### config.mk
export PLATFORM = sky130hd
export DESIGN_NAME = spwm_deadtime_generator
export DESIGN_NICKNAME = d
export VERILOG_FILES = /design/src/rtl/spwm_deadtime_generator.sv
export SDC_FILE = /design/constraint.sdc
export NUM_CORES = 1
export LEC_CHECK = 0
export CORE_UTILIZATION = 45
export DETAILED_ROUTE_END_ITERATION = 16
export PLACE_DENSITY = 0.75
export SLEW_MARGIN = 40
export SYNTH_ARGS = -nofsm -noshare
export SYNTH_HDL_FRONTEND = slang
export SYNTH_SLANG_ARGS = --single-unit
### constraint.sdc
create_clock -name clk -period 2.9 [get_ports clk]
set_clock_uncertainty 0.1 [all_clocks]
set_input_delay 0.29 -clock clk [delete_from_list [all_inputs] [get_ports clk]]
set_output_delay 0.29 -clock clk [all_outputs]
set_load 0.01 [all_outputs]
### src/rtl/spwm_deadtime_generator.sv
// Three-phase sinusoidal PWM: triangle carrier, valley-latched references,
// per-phase complementary gate drive with dead-time insertion and fault trip.
module spwm_deadtime_generator #(
  parameter int CARRIER_MAX = 4095,
  parameter int DEADTIME    = 50
) (
  input  logic        clk,
  input  logic        rst,
  input  logic        enable,
  input  logic [11:0] modulated_wave_1,
  input  logic [11:0] modulated_wave_2,
  input  logic [11:0] modulated_wave_3,
  input  logic        fault_in,
  input  logic        fault_clear,
  output logic [2:0]  gate_hi,
  output logic [2:0]  gate_lo,
  output logic [11:0] carrier,
  output logic        carrier_valley,
  output logic        fault_latched
);

  localparam logic [11:0] CMAX = 12'(CARRIER_MAX);
  localparam logic [7:0]  DT   = 8'(DEADTIME);

  typedef enum logic [1:0] {LO_ON, DEAD, HI_ON} state_e;

  logic [11:0]       carrier_q, carrier_d;
  logic              dir_up_q, dir_up_d;
  logic              valley_q, valley_d;
  logic              fault_q, fault_d;
  logic [2:0][11:0]  shadow_q, shadow_d;
  logic [2:0][11:0]  refs;
  logic [2:0]        cmp_q, cmp_d;
  logic [2:0]        tgt_hi_q, tgt_hi_d;
  logic [2:0][7:0]   cnt_q, cnt_d;
  state_e            state_q [3];
  state_e            state_d [3];
  logic [2:0]        gate_hi_q, gate_hi_d;
  logic [2:0]        gate_lo_q, gate_lo_d;
  logic              run, force_dead;

  assign refs = {modulated_wave_3, modulated_wave_2, modulated_wave_1};

  always_comb begin
    carrier_d  = carrier_q;
    dir_up_d   = dir_up_q;
    shadow_d   = shadow_q;
    tgt_hi_d   = tgt_hi_q;
    cnt_d      = cnt_q;
    gate_hi_d  = '0;
    gate_lo_d  = '0;
    cmp_d      = '0;
    for (int n = 0; n < 3; n++) state_d[n] = state_q[n];

    run        = enable & ~fault_q;
    fault_d    = fault_in | (fault_q & ~fault_clear);
    force_dead = ~run | fault_in;
    valley_d   = run && (carrier_q == 12'd0);

    if (!run) begin
      carrier_d = 12'd0;
      dir_up_d  = 1'b1;
    end else if (dir_up_q) begin
      if (carrier_q == CMAX) begin
        carrier_d = CMAX - 12'd1;
        dir_up_d  = 1'b0;
      end else begin
        carrier_d = carrier_q + 12'd1;
      end
    end else begin
      if (carrier_q == 12'd0) begin
        carrier_d = 12'd1;
        dir_up_d  = 1'b1;
      end else begin
        carrier_d = carrier_q - 12'd1;
      end
    end

    for (int n = 0; n < 3; n++) begin
      if (valley_d) shadow_d[n] = (refs[n] > CMAX) ? CMAX : refs[n];
      cmp_d[n] = shadow_q[n] > carrier_q;

      if (force_dead) begin
        state_d[n]  = DEAD;
        tgt_hi_d[n] = 1'b0;
        cnt_d[n]    = DT;
      end else begin
        case (state_q[n])
          LO_ON: if (cmp_q[n]) begin
            state_d[n]  = DEAD;
            tgt_hi_d[n] = 1'b1;
            cnt_d[n]    = DT;
          end
          HI_ON: if (!cmp_q[n]) begin
            state_d[n]  = DEAD;
            tgt_hi_d[n] = 1'b0;
            cnt_d[n]    = DT;
          end
          DEAD: begin
            // A demand flip during dead time restarts the full interval.
            if (cmp_q[n] != tgt_hi_q[n]) begin
              tgt_hi_d[n] = cmp_q[n];
              cnt_d[n]    = DT;
            end else if (cnt_q[n] <= 8'd1) begin
              state_d[n] = tgt_hi_q[n] ? HI_ON : LO_ON;
            end else begin
              cnt_d[n] = cnt_q[n] - 8'd1;
            end
          end
          default: begin
            state_d[n]  = DEAD;
            tgt_hi_d[n] = 1'b0;
            cnt_d[n]    = DT;
          end
        endcase
      end
      gate_hi_d[n] = (state_d[n] == HI_ON);
      gate_lo_d[n] = (state_d[n] == LO_ON);
    end
  end

  always_ff @(posedge clk) begin
    if (rst) begin
      carrier_q <= '0;
      dir_up_q  <= 1'b1;
      valley_q  <= 1'b0;
      fault_q   <= 1'b0;
      shadow_q  <= '0;
      cmp_q     <= '0;
      tgt_hi_q  <= '0;
      cnt_q     <= {3{DT}};
      gate_hi_q <= '0;
      gate_lo_q <= '0;
      for (int n = 0; n < 3; n++) state_q[n] <= DEAD;
    end else begin
      carrier_q <= carrier_d;
      dir_up_q  <= dir_up_d;
      valley_q  <= valley_d;
      fault_q   <= fault_d;
      shadow_q  <= shadow_d;
      cmp_q     <= cmp_d;
      tgt_hi_q  <= tgt_hi_d;
      cnt_q     <= cnt_d;
      gate_hi_q <= gate_hi_d;
      gate_lo_q <= gate_lo_d;
      for (int n = 0; n < 3; n++) state_q[n] <= state_d[n];
    end
  end

  assign gate_hi        = gate_hi_q;
  assign gate_lo        = gate_lo_q;
  assign carrier        = carrier_q;
  assign carrier_valley = valley_q;
  assign fault_latched  = fault_q;

endmodule

==> metrics.json, run 1 <==
{
  "critical_path": {
    "top_fanout_value_on_the_critical_path": 9,
    "cp-startpoint": "carrier[0]$_SDFF_PP0_",
    "end_kind": "register",
    "reg2reg_to": "carrier[2]$_SDFF_PP0_",
    "reg2regPathDepth": 5,
    "crit-reg2reg-launch": "carrier[0]$_SDFF_PP0_",
    "worstPathArrival_ns": 2.50,
    "timing.critical_path.required_ns": 3.06,
    "critPathLaunchType": "register",
    "worstPathCellList": "ha_1, nand4_1, or3_1, a31o_2, a211oi_1",
    "critical_path.slowest_cell": "dfxtp_1",
    "worst_setup_path_endpoint": "carrier[2]$_SDFF_PP0_",
    "timing_worst_setup_path_type": "reg2reg",
    "slowest_stage_delay_on_critical_path_ns": 0.66,
    "regToRegSetupSlack_ns": 0.56
  },
  "detailed_routing": {
    "totalWireLength_microns": 11800,
    "post_drt_wl_per_cell_microns": 14.8,
    "remaining_drc_errors": 0,
    "via_total_after_detailed_routing": 4518,
    "ant_nets": 0,
    "via_per_inst": 5.64,
    "initialDrtViolationCount": 220,
    "drt_first_pass_iters": 5
  },
  "yosys": {
    "synth_top_cell_area_share_pct": 36.9,
    "synth-edff-count": 0,
    "postSynth.asyncResetShare_pct": 0,
    "synthDistinctLibCells": 62,
    "netlist_instances": 604,
    "synth_sequential_area_ratio_pct": 36.9,
    "syn_area_sq_um": 5050,
    "ys_flop_type": "dfxtp_1",
    "synth_nets": 690,
    "ys_top_cells_by_count": "nand2_1, dfxtp_1, a21oi_1",
    "ranking_of_synthesized_cells_by_area": "dfxtp_1, ha_1, nand2_1",
    "post-synth-top-area-cell": "dfxtp_1",
    "synth.avg_cell_area_sq_um": 8.36,
    "postSynthRegisterBits": 93,
    "synthMostInstantiatedCell": "nand2_1",
    "synth-warning-count": 0
  },
  "cells_and_area": {
    "final.fill_count": 1037,
    "post_route_cells_drive_above_1_share_pct": 8.17,
    "finalNetCount": 742,
    "antennaDiodeCount": 0,
    "area_delta_synth_final_pct": 16.0,
    "finalInstanceArea_sq_um": 5860
  },
  "clocking": {
    "cts_hold_buffers": 0,
    "cts_root_buf": "clkbuf_8",
    "post_cts_resize_count": 0,
    "cts_buffers": 9,
    "clkTransAtPathRegs_ns": 0.10,
    "tritoncts_num_sinks": 93,
    "tritoncts_clock_tree": "yes",
    "ctsLongestPathBuffers": 2,
    "clock_insertion_delay_at_the_later_pin_of_the_skew_report_ns": 0.35,
    "cts_htree_levels": 3,
    "post_cts_buffers": 0
  },
  "grt": {
    "grt_overflow_total": 0,
    "grt_start_max_net_pins": 45,
    "use_met1_pct": 24.0,
    "gr-usage-all-layers_pct": 21.1,
    "number_of_global_route_vias_before_repair": 4335,
    "grt_pass1_wl_microns": 19600,
    "met3_usage_pct": 3.57,
    "antenna_found_initial": 0,
    "grt.met2_usage_pct": 39.6,
    "grt_busiest_layer": "met2"
  },
  "run": {
    "maximum_capacitance_violations": 0
  },
  "power_and_ir_drop": {
    "netSwitchingFraction_pct": 28.0,
    "combPwrFrac_pct": 15.6,
    "pwr-share-seq_pct": 53.9,
    "design_power_total_mw": 2.53,
    "total_switching_power_mw": 0.710,
    "power.static_leakage_nw": 2.20,
    "internal_power_mw": 1.82,
    "cellPowerDensity_nw_per_um2": 432,
    "ir_worst_vdd_v": 0.000314,
    "power.clock.fraction_pct": 30.4
  },
  "placement": {
    "port_buffers": 60,
    "gpl_wtd_cong": 0.916,
    "place_area_sq_um": 5690,
    "dpl.hpwl_microns": 8710
  },
  "floorplan": {
    "design.portCount": 61,
    "std_cell_rows": 38,
    "fp.dieW_microns": 108,
    "floorplan.die.height_microns": 108,
    "effective_utilization_at_floorplan_pct": 46.4,
    "design.core.area_sq_um": 10900,
    "full_die_area_sq_um": 11600
  },
  "sta": {
    "hold-worst-slack_ns": 0.266,
    "tightest_slew_ns": 0.615,
    "slew_viol_final": 0,
    "setup_viol_count_final": 0,
    "post-route-min-period_ns": 2.34,
    "timing.setup.tns_ns": 0,
    "peak_clock_frequency_supported_by_timing_mhz": 428,
    "slew-limit-headroom_pct": 58.6,
    "hold_viol_final": 0,
    "grt_setup_unrepaired": "false",
    "post_route_fraction_of_the_period_consumed_by_the_critical_path_pct": 80.7
  },
  "hold_path": {
    "hold_class": "in2reg"
  },
  "outcome": {
    "run_status": "finished, final reports clean"
  }
}
critical path, delay by kind of cell, from the launching register on:
| kind | cells | cell delay [ns] |
|---|---|---|
| fa+ha+maj | 1 | 0.35 |
| simple gates | 2 | 0.66 |
| flops | 1 | 0.66 |
| compound gates | 2 | 0.48 |
worst min path at each step:
stage	start	endpoint	slack [ns]	cells after the start
after global routing	rst	fault_latched$_SDFF_PP0_	0.28	2
after detailed placement	shadow_q[30]$_SDFFE_PP0P_	shadow_q[30]$_SDFFE_PP0P_	0.35	2
final	rst	fault_latched$_SDFF_PP0_	0.27	2
after CTS	shadow_q[30]$_SDFFE_PP0P_	shadow_q[30]$_SDFFE_PP0P_	0.36	2
after global placement	shadow_q[0]$_SDFFE_PP0P_	shadow_q[0]$_SDFFE_PP0P_	0.34	2
after floorplan	fault_in	fault_latched$_SDFF_PP0_	0.31	2
power groups by stage:
| stage | logic (mW) | registers, mW | clock network, mW |
|---|---|---|---|
| floorplan | 0.282 | 1.38 | 0 |
| global placement | 0.372 | 1.39 | 0 |
| detailed placement | 0.390 | 1.40 | 0 |
| CTS | 0.393 | 1.36 | 0.787 |
| global route | 0.442 | 1.37 | 0.840 |
| finish | 0.395 | 1.37 | 0.771 |
placed cells by master, fill, tap and decap left out, types with 4 or more instances in the layout:
master / n
nand2_1: 98
dfxtp_1: 93
clkdlybuf4s50_1: 59
a21oi_1: 55
ha_1: 45
nor2_1: 37
inv_1: 31
nand3_1: 22
nor3_1: 18
o21ai_0: 15
nand4_1: 14
or3_1: 13
a211oi_1: 13
a21oi_2: 11
xnor2_1: 10
nand2_2: 10
nor2b_1: 9
clkbuf_8: 9
nand2b_1: 7
or4_1: 5
a221oi_1: 5
o22ai_1: 4
o211ai_1: 4
nor4_1: 4
and3_1: 4
a31oi_1: 4
area by class of cell:
class	instances	area (sq um)	share of cell area, %
Clock buffer	11	131	2.24
Clock inverter	5	36.3	0.619
Timing Repair Buffer	62	613	10.5
Inverter	31	116	1.99
Tap cell	140	175	2.99
Multi-Input combinational cell	459	2920	49.9
Sequential cell	93	1860	31.8
cell families after synthesis:
| kind of cell | share of synthesized area (%) |
|---|---|
| buffers and inverters | 5.20 |
| AND/OR/NAND/NOR | 26.8 |
| XOR/XNOR | 2.26 |
| AO/OA/AOI/OAI | 16.4 |
| multiplexers | 1.04 |
| flip-flops | 36.9 |
| adder cells (fa/ha/maj) | 11.4 |
state kept, by name, indices dropped and copies added (netlist names):
signal / count
shadow_q: 36
cnt_q: 24
carrier: 12
state_q: 6
cmp_q: 3
gate_hi: 3
gate_lo: 3
tgt_hi_q: 3
carrier_valley: 1
dir_up_q: 1
fault_latched: 1
layer usage:
metal,routed length (microns),part of all wire (%)
met1,5160,44
met2,6020,51
met3,473,4.0
met4,188,1.6
met5,0,0
metrics by stage:
stage	cells	util, %	worst slack [ns]
floorplan	604	-	0.899
CTS	801	53.8	0.563
detailed placement	785	52.2	0.586
finish	801	53.8	0.561
global route	801	53.8	0.495
global placement	785	52.2	0.641
No activity file was read; power rests on OpenSTA's default activity.
==> run 2: changes to the inputs <==
==> constraint.sdc (replaced) <==
create_clock -name clk -period 2.36 [get_ports clk]
set_clock_uncertainty 0.1 [all_clocks]
set_input_delay 0.236 -clock clk [delete_from_list [all_inputs] [get_ports clk]]
set_output_delay 0.236 -clock clk [all_outputs]
set_load 0.01 [all_outputs]
==> metrics.json, run 2 (synthesized netlist as in run 1, its figures left out) <==
{
  "hold_path": {
    "hold_path_depth": {"value": 4, "change": "+2"},
    "hold_class": "in2reg",
    "hp-start": "rst",
    "whs_endpoint": "cnt_q[1]$_SDFFE_PP1P_"
  },
  "critical_path": {
    "regToRegSetupSlack": {"value": 0.18, "unit": "ns", "change": "-0.38 ns"},
    "worstPathArrival": {"value": 2.34, "unit": "ns", "change": "-0.16 ns"},
    "timing_worst_setup_path_type": "reg2reg",
    "timing.critical_path.required": {"value": 2.52, "unit": "ns", "change": "-0.54 ns"},
    "critPathLaunchType": "register",
    "end_kind": "register",
    "reg2regPathDepth": {"value": 6, "change": "+1"},
    "top_fanout_value_on_the_critical_path": {"value": 10, "change": "+1"},
    "reg2reg_to": "carrier[11]$_SDFF_PP0_",
    "crit-reg2reg-launch": "carrier[0]$_SDFF_PP0_"
  },
  "power_and_ir_drop": {
    "cellPowerDensity": {"value": 549, "unit": "nW/um^2", "change": "+27%"},
    "power.static_leakage": {"value": 2.27, "unit": "nW", "change": "+3.3%"},
    "ir_worst_vdd": {"value": 0.000338, "unit": "V", "change": "+7.6%"},
    "design_power_total": {"value": 3.28, "unit": "mW", "change": "+30%"}
  },
  "sta": {
    "peak_clock_frequency_supported_by_timing": {"value": 459, "unit": "MHz", "change": "+7.4%"},
    "hold-worst-slack": {"value": 0.188, "unit": "ns", "change": "-0.0778 ns"},
    "timing.setup.tns": {"value": 0, "unit": "ns", "change": "unchanged"},
    "post-route-min-period": {"value": 2.18, "unit": "ns", "change": "-0.162 ns"},
    "fin_ws": {"value": 0.183, "unit": "ns", "change": "-0.378 ns"},
    "grt_setup_unrepaired": "false",
    "setup_viol_count_final": {"value": 0, "change": "unchanged"},
    "tightest_slew": {"value": 0.633, "unit": "ns", "change": "+0.0185 ns"},
    "slew_viol_final": {"value": 0, "change": "unchanged"},
    "hold_viol_final": {"value": 0, "change": "unchanged"},
    "slew-limit-headroom": {"value": 57.3, "unit": "%", "change": "-1.2 points"},
    "post_route_fraction_of_the_period_consumed_by_the_critical_path": {"value": 92.3, "unit": "%", "change": "+12 points"}
  },
  "placement": {
    "dp.cells": {"value": 794, "change": "+1.1%"},
    "port_buffers": {"value": 60, "change": "unchanged"},
    "gpl_wtd_cong": {"value": 0.915, "change": "-0.14%"},
    "place_area": {"value": 5770, "unit": "sq um", "change": "+1.4%"},
    "post-place-ws": {"value": 0.223, "unit": "ns", "change": "-0.363 ns"},
    "dpl.hpwl": {"value": 8790, "unit": "microns", "change": "+0.87%"}
  },
  "clocking": {
    "clkTransAtPathRegs": {"value": 0.09, "unit": "ns", "change": "about the same"},
    "tritoncts_clock_tree": "yes",
    "cts_buffers": {"value": 9, "change": "unchanged"},
    "ctsLongestPathBuffers": {"value": 2, "change": "unchanged"},
    "post_cts_resize_count": {"value": 0, "change": "unchanged"},
    "clock_insertion_delay_at_the_later_pin_of_the_skew_report": {"value": 0.36, "unit": "ns", "change": "about the same"},
    "cts_htree_levels": {"value": 3, "change": "unchanged"},
    "tritoncts_num_sinks": {"value": 93, "change": "unchanged"},
    "cts_root_buf": "clkbuf_8",
    "post_cts_buffers": {"value": 0, "change": "unchanged"},
    "cts_hold_buffers": {"value": 0, "change": "unchanged"}
  },
  "cells_and_area": {
    "area_delta_synth_final_pct": 18.4,
    "antennaDiodeCount": {"value": 0, "change": "unchanged"},
    "mostFrequentLayoutCells": "nand2_1, dfxtp_1, clkdlybuf4s50_1",
    "finalNetCount": {"value": 751, "change": "+1.2%"},
    "finalInstanceArea": {"value": 5980, "unit": "sq um", "change": "+2.1%"},
    "finalNonFillerCells": {"value": 810, "change": "+1.1%"},
    "final_core_utilization": {"value": 54.9, "unit": "%", "change": "+1.1 points"},
    "largest_register_ff_count": {"value": 36, "change": "unchanged"},
    "post_route_cells_drive_above_1_share": {"value": 9.70, "unit": "%", "change": "+1.5 points"},
    "largest_register": "shadow_q",
    "layout.cells.most_common": "nand2_1"
  },
  "detailed_routing": {
    "wl_met1": {"value": 5070, "unit": "microns", "change": "-1.7%"},
    "route.met3.wl": {"value": 536, "unit": "microns", "change": "+13%"},
    "via_total_after_detailed_routing": {"value": 4459, "change": "-1.3%"},
    "via_per_inst": {"value": 5.50, "change": "-2.4%"},
    "drt_first_pass_iters": {"value": 4, "change": "-1"},
    "met2RoutedLength": {"value": 5740, "unit": "microns", "change": "-4.7%"},
    "ant_nets": {"value": 0, "change": "unchanged"},
    "dr.max_layer_used": "met4",
    "post_drt_wl_per_cell": {"value": 14.3, "unit": "microns", "change": "-3.2%"},
    "initialDrtViolationCount": {"value": 339, "change": "+54%"},
    "totalWireLength": {"value": 11600, "unit": "microns", "change": "-2.2%"},
    "remaining_drc_errors": {"value": 0, "change": "unchanged"}
  },
  "grt": {
    "grt_start_max_net_pins": {"value": 43, "change": "-4.4%"},
    "gr-usage-all-layers": {"value": 20.8, "unit": "%", "change": "-0.25 points"},
    "grt_pass1_wl": {"value": 19400, "unit": "microns", "change": "-0.85%"},
    "grt_overflow_total": {"value": 0, "change": "unchanged"},
    "antenna_found_initial": {"value": 0, "change": "unchanged"},
    "number_of_global_route_vias_before_repair": {"value": 4279, "change": "-1.3%"}
  },
  "floorplan": {
    "std_cell_rows": {"value": 38, "change": "unchanged"},
    "floorplan.die.height": {"value": 108, "unit": "microns", "change": "unchanged"},
    "fp.dieW": {"value": 108, "unit": "microns", "change": "unchanged"},
    "full_die_area": {"value": 11600, "unit": "sq um", "change": "unchanged"},
    "effective_utilization_at_floorplan": {"value": 46.4, "unit": "%", "change": "unchanged"},
    "design.portCount": {"value": 61, "change": "unchanged"},
    "design.core.area": {"value": 10900, "unit": "sq um", "change": "unchanged"}
  },
  "run": {
    "maximum_capacitance_violations": {"value": 0, "change": "unchanged"}
  },
  "outcome": {
    "run_status": "finished, final reports clean"
  }
}
[run 2: changes by cell type in the layout (fill, tap and decap cells not counted), sizes merged]
cell,previous run,this run
buf,3,12
bufinv,0,1
clkinv,1,2
clkinvlp,3,2
inv,32,31
[run 2: power breakdown]
group | internal [mW] | switching [mW]
clock network | 0.548 | 0.568
logic | 0.232 | 0.260
registers | 1.63 | 0.0496
total | 2.41 | 0.877
[run 2: worst max-delay path by stage]
stage | end | cells past startpoint | startpoint | slack (ns)
3_5_place_dp | shadow_q[7]$_SDFFE_PP0P_ | 6 | carrier[1]$_SDFF_PP0_ | 0.22
3_3_place_gp | cmp_q[0]$_SDFF_PP0_ | 6 | carrier[2]$_SDFF_PP0_ | 0.24
4_1_cts | shadow_q[33]$_SDFFE_PP0P_ | 6 | carrier[1]$_SDFF_PP0_ | 0.20
5_1_grt | cmp_q[0]$_SDFF_PP0_ | 6 | carrier[2]$_SDFF_PP0_ | 0.05
6_report | carrier[11]$_SDFF_PP0_ | 6 | carrier[0]$_SDFF_PP0_ | 0.18
2_1_floorplan | shadow_q[12]$_SDFFE_PP0P_ | 8 | carrier[3]$_SDFF_PP0_ | 0.36
[run 2: per-layer routing]
layer  global-route usage (%)  up-vias
li1                         -     2262
met1                     24.4     2055
met2                     37.5      121
met3                     3.63       21
met4                     8.12        0
met5                        0        -
[run 2: final cells by class]
class	count	area (sq um)
fillers	1000	4910
multi-input cells	459	2920
flip-flops and latches	93	1860
repair buffers	71	691
well taps	140	175
clock buffers	11	151
inverters	31	116
clock inverters	5	58.8
[run 2: critical path: stages (launching register included)]
cell and delay, ns:
dfxtp_1 0.61, inv_1 0.18, ha_1 0.24, nand2b_1 0.22, or3_1 0.19, nand2_1 0.26
a211oi_1 0.28
==> run 3: changes to the inputs <==
--- a/config.mk
+++ b/config.mk
@@ -5,6 +5,7 @@
 export SDC_FILE = /design/constraint.sdc
 export NUM_CORES = 1
 export LEC_CHECK = 0
+export CORE_MARGIN = 5
 export CORE_UTILIZATION = 45
 export DETAILED_ROUTE_END_ITERATION = 16
 export PLACE_DENSITY = 0.75
==> constraint.sdc (replaced) <==
create_clock -name clk -period 2.2 [get_ports clk]
set_clock_uncertainty 0.1 [all_clocks]
set_input_delay 0.22 -clock clk [delete_from_list [all_inputs] [get_ports clk]]
set_output_delay 0.22 -clock clk [all_outputs]
set_load 0.01 [all_outputs]
==> metrics.json, run 3 (synthesized netlist as in run 1, its figures left out) <==
{
  "sta": {
    "timing.setup.tns": {"value": 0, "unit": "ns", "change": "unchanged"},
    "post_route_fraction_of_the_period_consumed_by_the_critical_path": {"value": 94.7, "unit": "%", "change": "+2.5 points"},
    "setup_viol_count_final": {"value": 0, "change": "unchanged"},
    "slew-limit-headroom": {"value": 66.0, "unit": "%", "change": "+8.7 points"},
    "grt_setup_unrepaired": "false",
    "peak_clock_frequency_supported_by_timing": {"value": 480, "unit": "MHz", "change": "+4.5%"},
    "post-route-min-period": {"value": 2.08, "unit": "ns", "change": "-0.0937 ns"},
    "slew_viol_final": {"value": 0, "change": "unchanged"},
    "hold-worst-slack": {"value": 0.326, "unit": "ns", "change": "+0.138 ns"},
    "hold_viol_final": {"value": 0, "change": "unchanged"},
    "tightest_slew": {"value": 0.510, "unit": "ns", "change": "-0.123 ns"}
  },
  "grt": {
    "grt_overflow_total": {"value": 0, "change": "unchanged"},
    "gr-usage-all-layers": {"value": 19.3, "unit": "%", "change": "-1.5 points"},
    "antenna_found_initial": {"value": 0, "change": "unchanged"},
    "grt_start_max_net_pins": {"value": 42, "change": "-2.3%"},
    "number_of_global_route_vias_before_repair": {"value": 4634, "change": "+8.3%"},
    "grt_pass1_wl": {"value": 20700, "unit": "microns", "change": "+6.8%"}
  },
  "cells_and_area": {
    "area_delta_synth_final_pct": 22.7,
    "area_occupied_by_multi_input_gates": {"value": 2940, "unit": "sq um", "change": "+0.68%"},
    "final.fill_count": {"value": 984, "change": "-1.6%"},
    "finalNetCount": {"value": 763, "change": "+1.6%"},
    "area_of_all_sequential_standard_cells": {"value": 1860, "unit": "sq um", "change": "+0.13%"},
    "antennaDiodeCount": {"value": 0, "change": "unchanged"},
    "layout.cells.most_common": "nand2_1",
    "post_route_cells_drive_above_1_share": {"value": 11.9, "unit": "%", "change": "+2.2 points"},
    "largest_register_ff_count": {"value": 36, "change": "unchanged"},
    "finalNonFillerCells": {"value": 821, "change": "+1.4%"},
    "largest_register": "shadow_q",
    "mostFrequentLayoutCells": "nand2_1, dfxtp_1, clkdlybuf4s50_1"
  },
  "power_and_ir_drop": {
    "power.static_leakage": {"value": 2.38, "unit": "nW", "change": "+5.1%"},
    "ir_worst_vdd": {"value": 0.000673, "unit": "V", "change": "+99%"},
    "cellPowerDensity": {"value": 645, "unit": "nW/um^2", "change": "+17%"}
  },
  "run": {
    "maximum_capacitance_violations": {"value": 0, "change": "unchanged"}
  },
  "detailed_routing": {
    "post_drt_wl_per_cell": {"value": 15.1, "unit": "microns", "change": "+5.9%"},
    "drt_first_pass_iters": {"value": 5, "change": "+1"},
    "totalWireLength": {"value": 12400, "unit": "microns", "change": "+7.4%"},
    "via_per_inst": {"value": 5.63, "change": "+2.2%"},
    "remaining_drc_errors": {"value": 0, "change": "unchanged"},
    "initialDrtViolationCount": {"value": 366, "change": "+8.0%"},
    "ant_nets": {"value": 0, "change": "unchanged"},
    "via_total_after_detailed_routing": {"value": 4619, "change": "+3.6%"}
  },
  "clocking": {
    "ctsLongestPathBuffers": {"value": 2, "change": "unchanged"},
    "cts_htree_levels": {"value": 3, "change": "unchanged"},
    "cts_buffers": {"value": 9, "change": "unchanged"},
    "tritoncts_num_sinks": {"value": 93, "change": "unchanged"},
    "cts_root_buf": "clkbuf_16",
    "clkTransAtPathRegs": {"value": 0.07, "unit": "ns", "change": "-0.02 ns"},
    "tritoncts_clock_tree": "yes",
    "clock_insertion_delay_at_the_later_pin_of_the_skew_report": {"value": 0.35, "unit": "ns", "change": "about the same"},
    "post_cts_buffers": {"value": 0, "change": "unchanged"}
  },
  "critical_path": {
    "regToRegSetupSlack": {"value": 0.12, "unit": "ns", "change": "-0.07 ns"},
    "top_fanout_value_on_the_critical_path": {"value": 6, "change": "-4"},
    "end_kind": "register",
    "timing.critical_path.required": {"value": 2.32, "unit": "ns", "change": "-0.20 ns"},
    "worstPathArrival": {"value": 2.20, "unit": "ns", "change": "-0.14 ns"},
    "timing_worst_setup_path_type": "reg2reg",
    "critPathLaunchType": "register"
  },
  "placement": {
    "port_buffers": {"value": 60, "change": "unchanged"},
    "gpl_wtd_cong": {"value": 0.915, "change": "about the same"},
    "dp.cells": {"value": 805, "change": "+1.4%"},
    "dpl.hpwl": {"value": 9290, "unit": "microns", "change": "+5.6%"}
  },
  "outcome": {
    "run_status": "finished, final reports clean"
  },
  "floorplan": {
    "std_cell_rows": {"value": 38, "change": "unchanged"},
    "effective_utilization_at_floorplan": {"value": 46.2, "unit": "%", "change": "-0.20 points"},
    "design.portCount": {"value": 61, "change": "unchanged"},
    "full_die_area": {"value": 13400, "unit": "sq um", "change": "+15%"},
    "design.core.area": {"value": 10900, "unit": "sq um", "change": "+0.44%"},
    "fp.dieW": {"value": 116, "unit": "microns", "change": "+7.4%"},
    "floorplan.die.height": {"value": 116, "unit": "microns", "change": "+7.4%"}
  },
  "hold_path": {
    "hold_class": "in2reg"
  }
}
run 3: final timing paths:
check,end,startpoint,cells after the start
setup reg to reg,cmp_q[0]$_SDFF_PP0_,carrier[6]$_SDFF_PP0_,6
hold / removal,shadow_q[26]$_SDFFE_PP0P_,modulated_wave_3[2],3
setup / recovery,cmp_q[0]$_SDFF_PP0_,carrier[6]$_SDFF_PP0_,6
hold reg to reg,shadow_q[24]$_SDFFE_PP0P_,shadow_q[24]$_SDFFE_PP0P_,2
run 3: worst max-delay path: stages (launching register included):
cell and delay (ns):
dfxtp_1 0.50, inv_1 0.22, ha_1 0.35, nand3_1 0.08, nor3_1 0.19, a221oi_1 0.11
a221oi_1 0.40
run 3: repair_timing:
item | in CTS | in global routing
hold buffers | 1 | 0
endpoints found under the setup margin | 0 | 8
gates resized for setup | 0 | 6
hold endpoints to repair | 1 | 0
run 3: per-stage QoR:
stage | area (sq um) | power, mW | setup WS [ns] | util, %
2_1_floorplan | 5050 | 2.19 | 0.199 | -
5_1_grt | 6190 | 4.17 | 0.00783 | 56.6
3_5_place_dp | 5850 | 2.37 | 0.0885 | 53.5
3_3_place_gp | 5850 | 2.34 | 0.150 | 53.5
4_1_cts | 6170 | 4.01 | 0.119 | 56.4
6_report | 6190 | 4.00 | 0.116 | 56.6
run 3: metal layers:
metal	track usage (%)	share of wire, %	up-vias
met5	0	0	-
met4	7.66	3.1	0
met3	4.91	5.9	34
met2	33.5	48	153
met1	22.9	43	2141
li1	-	-	2291
run 3: power breakdown:
group	switching (mW)	leakage (nW)	internal (mW)
Clock	0.660	0.152	0.989
Sequential	0.0515	0.757	1.75
Combinational	0.291	1.47	0.257
run 3: layout make-up:
class                           instances  area share [%]
Sequential cell                        93            30.1
Tap cell                              140            2.83
Clock inverter                          6            1.39
Clock buffer                            9            3.64
Timing Repair Buffer                   83            12.6
Multi-Input combinational cell        459            47.5
Inverter                               31            1.88
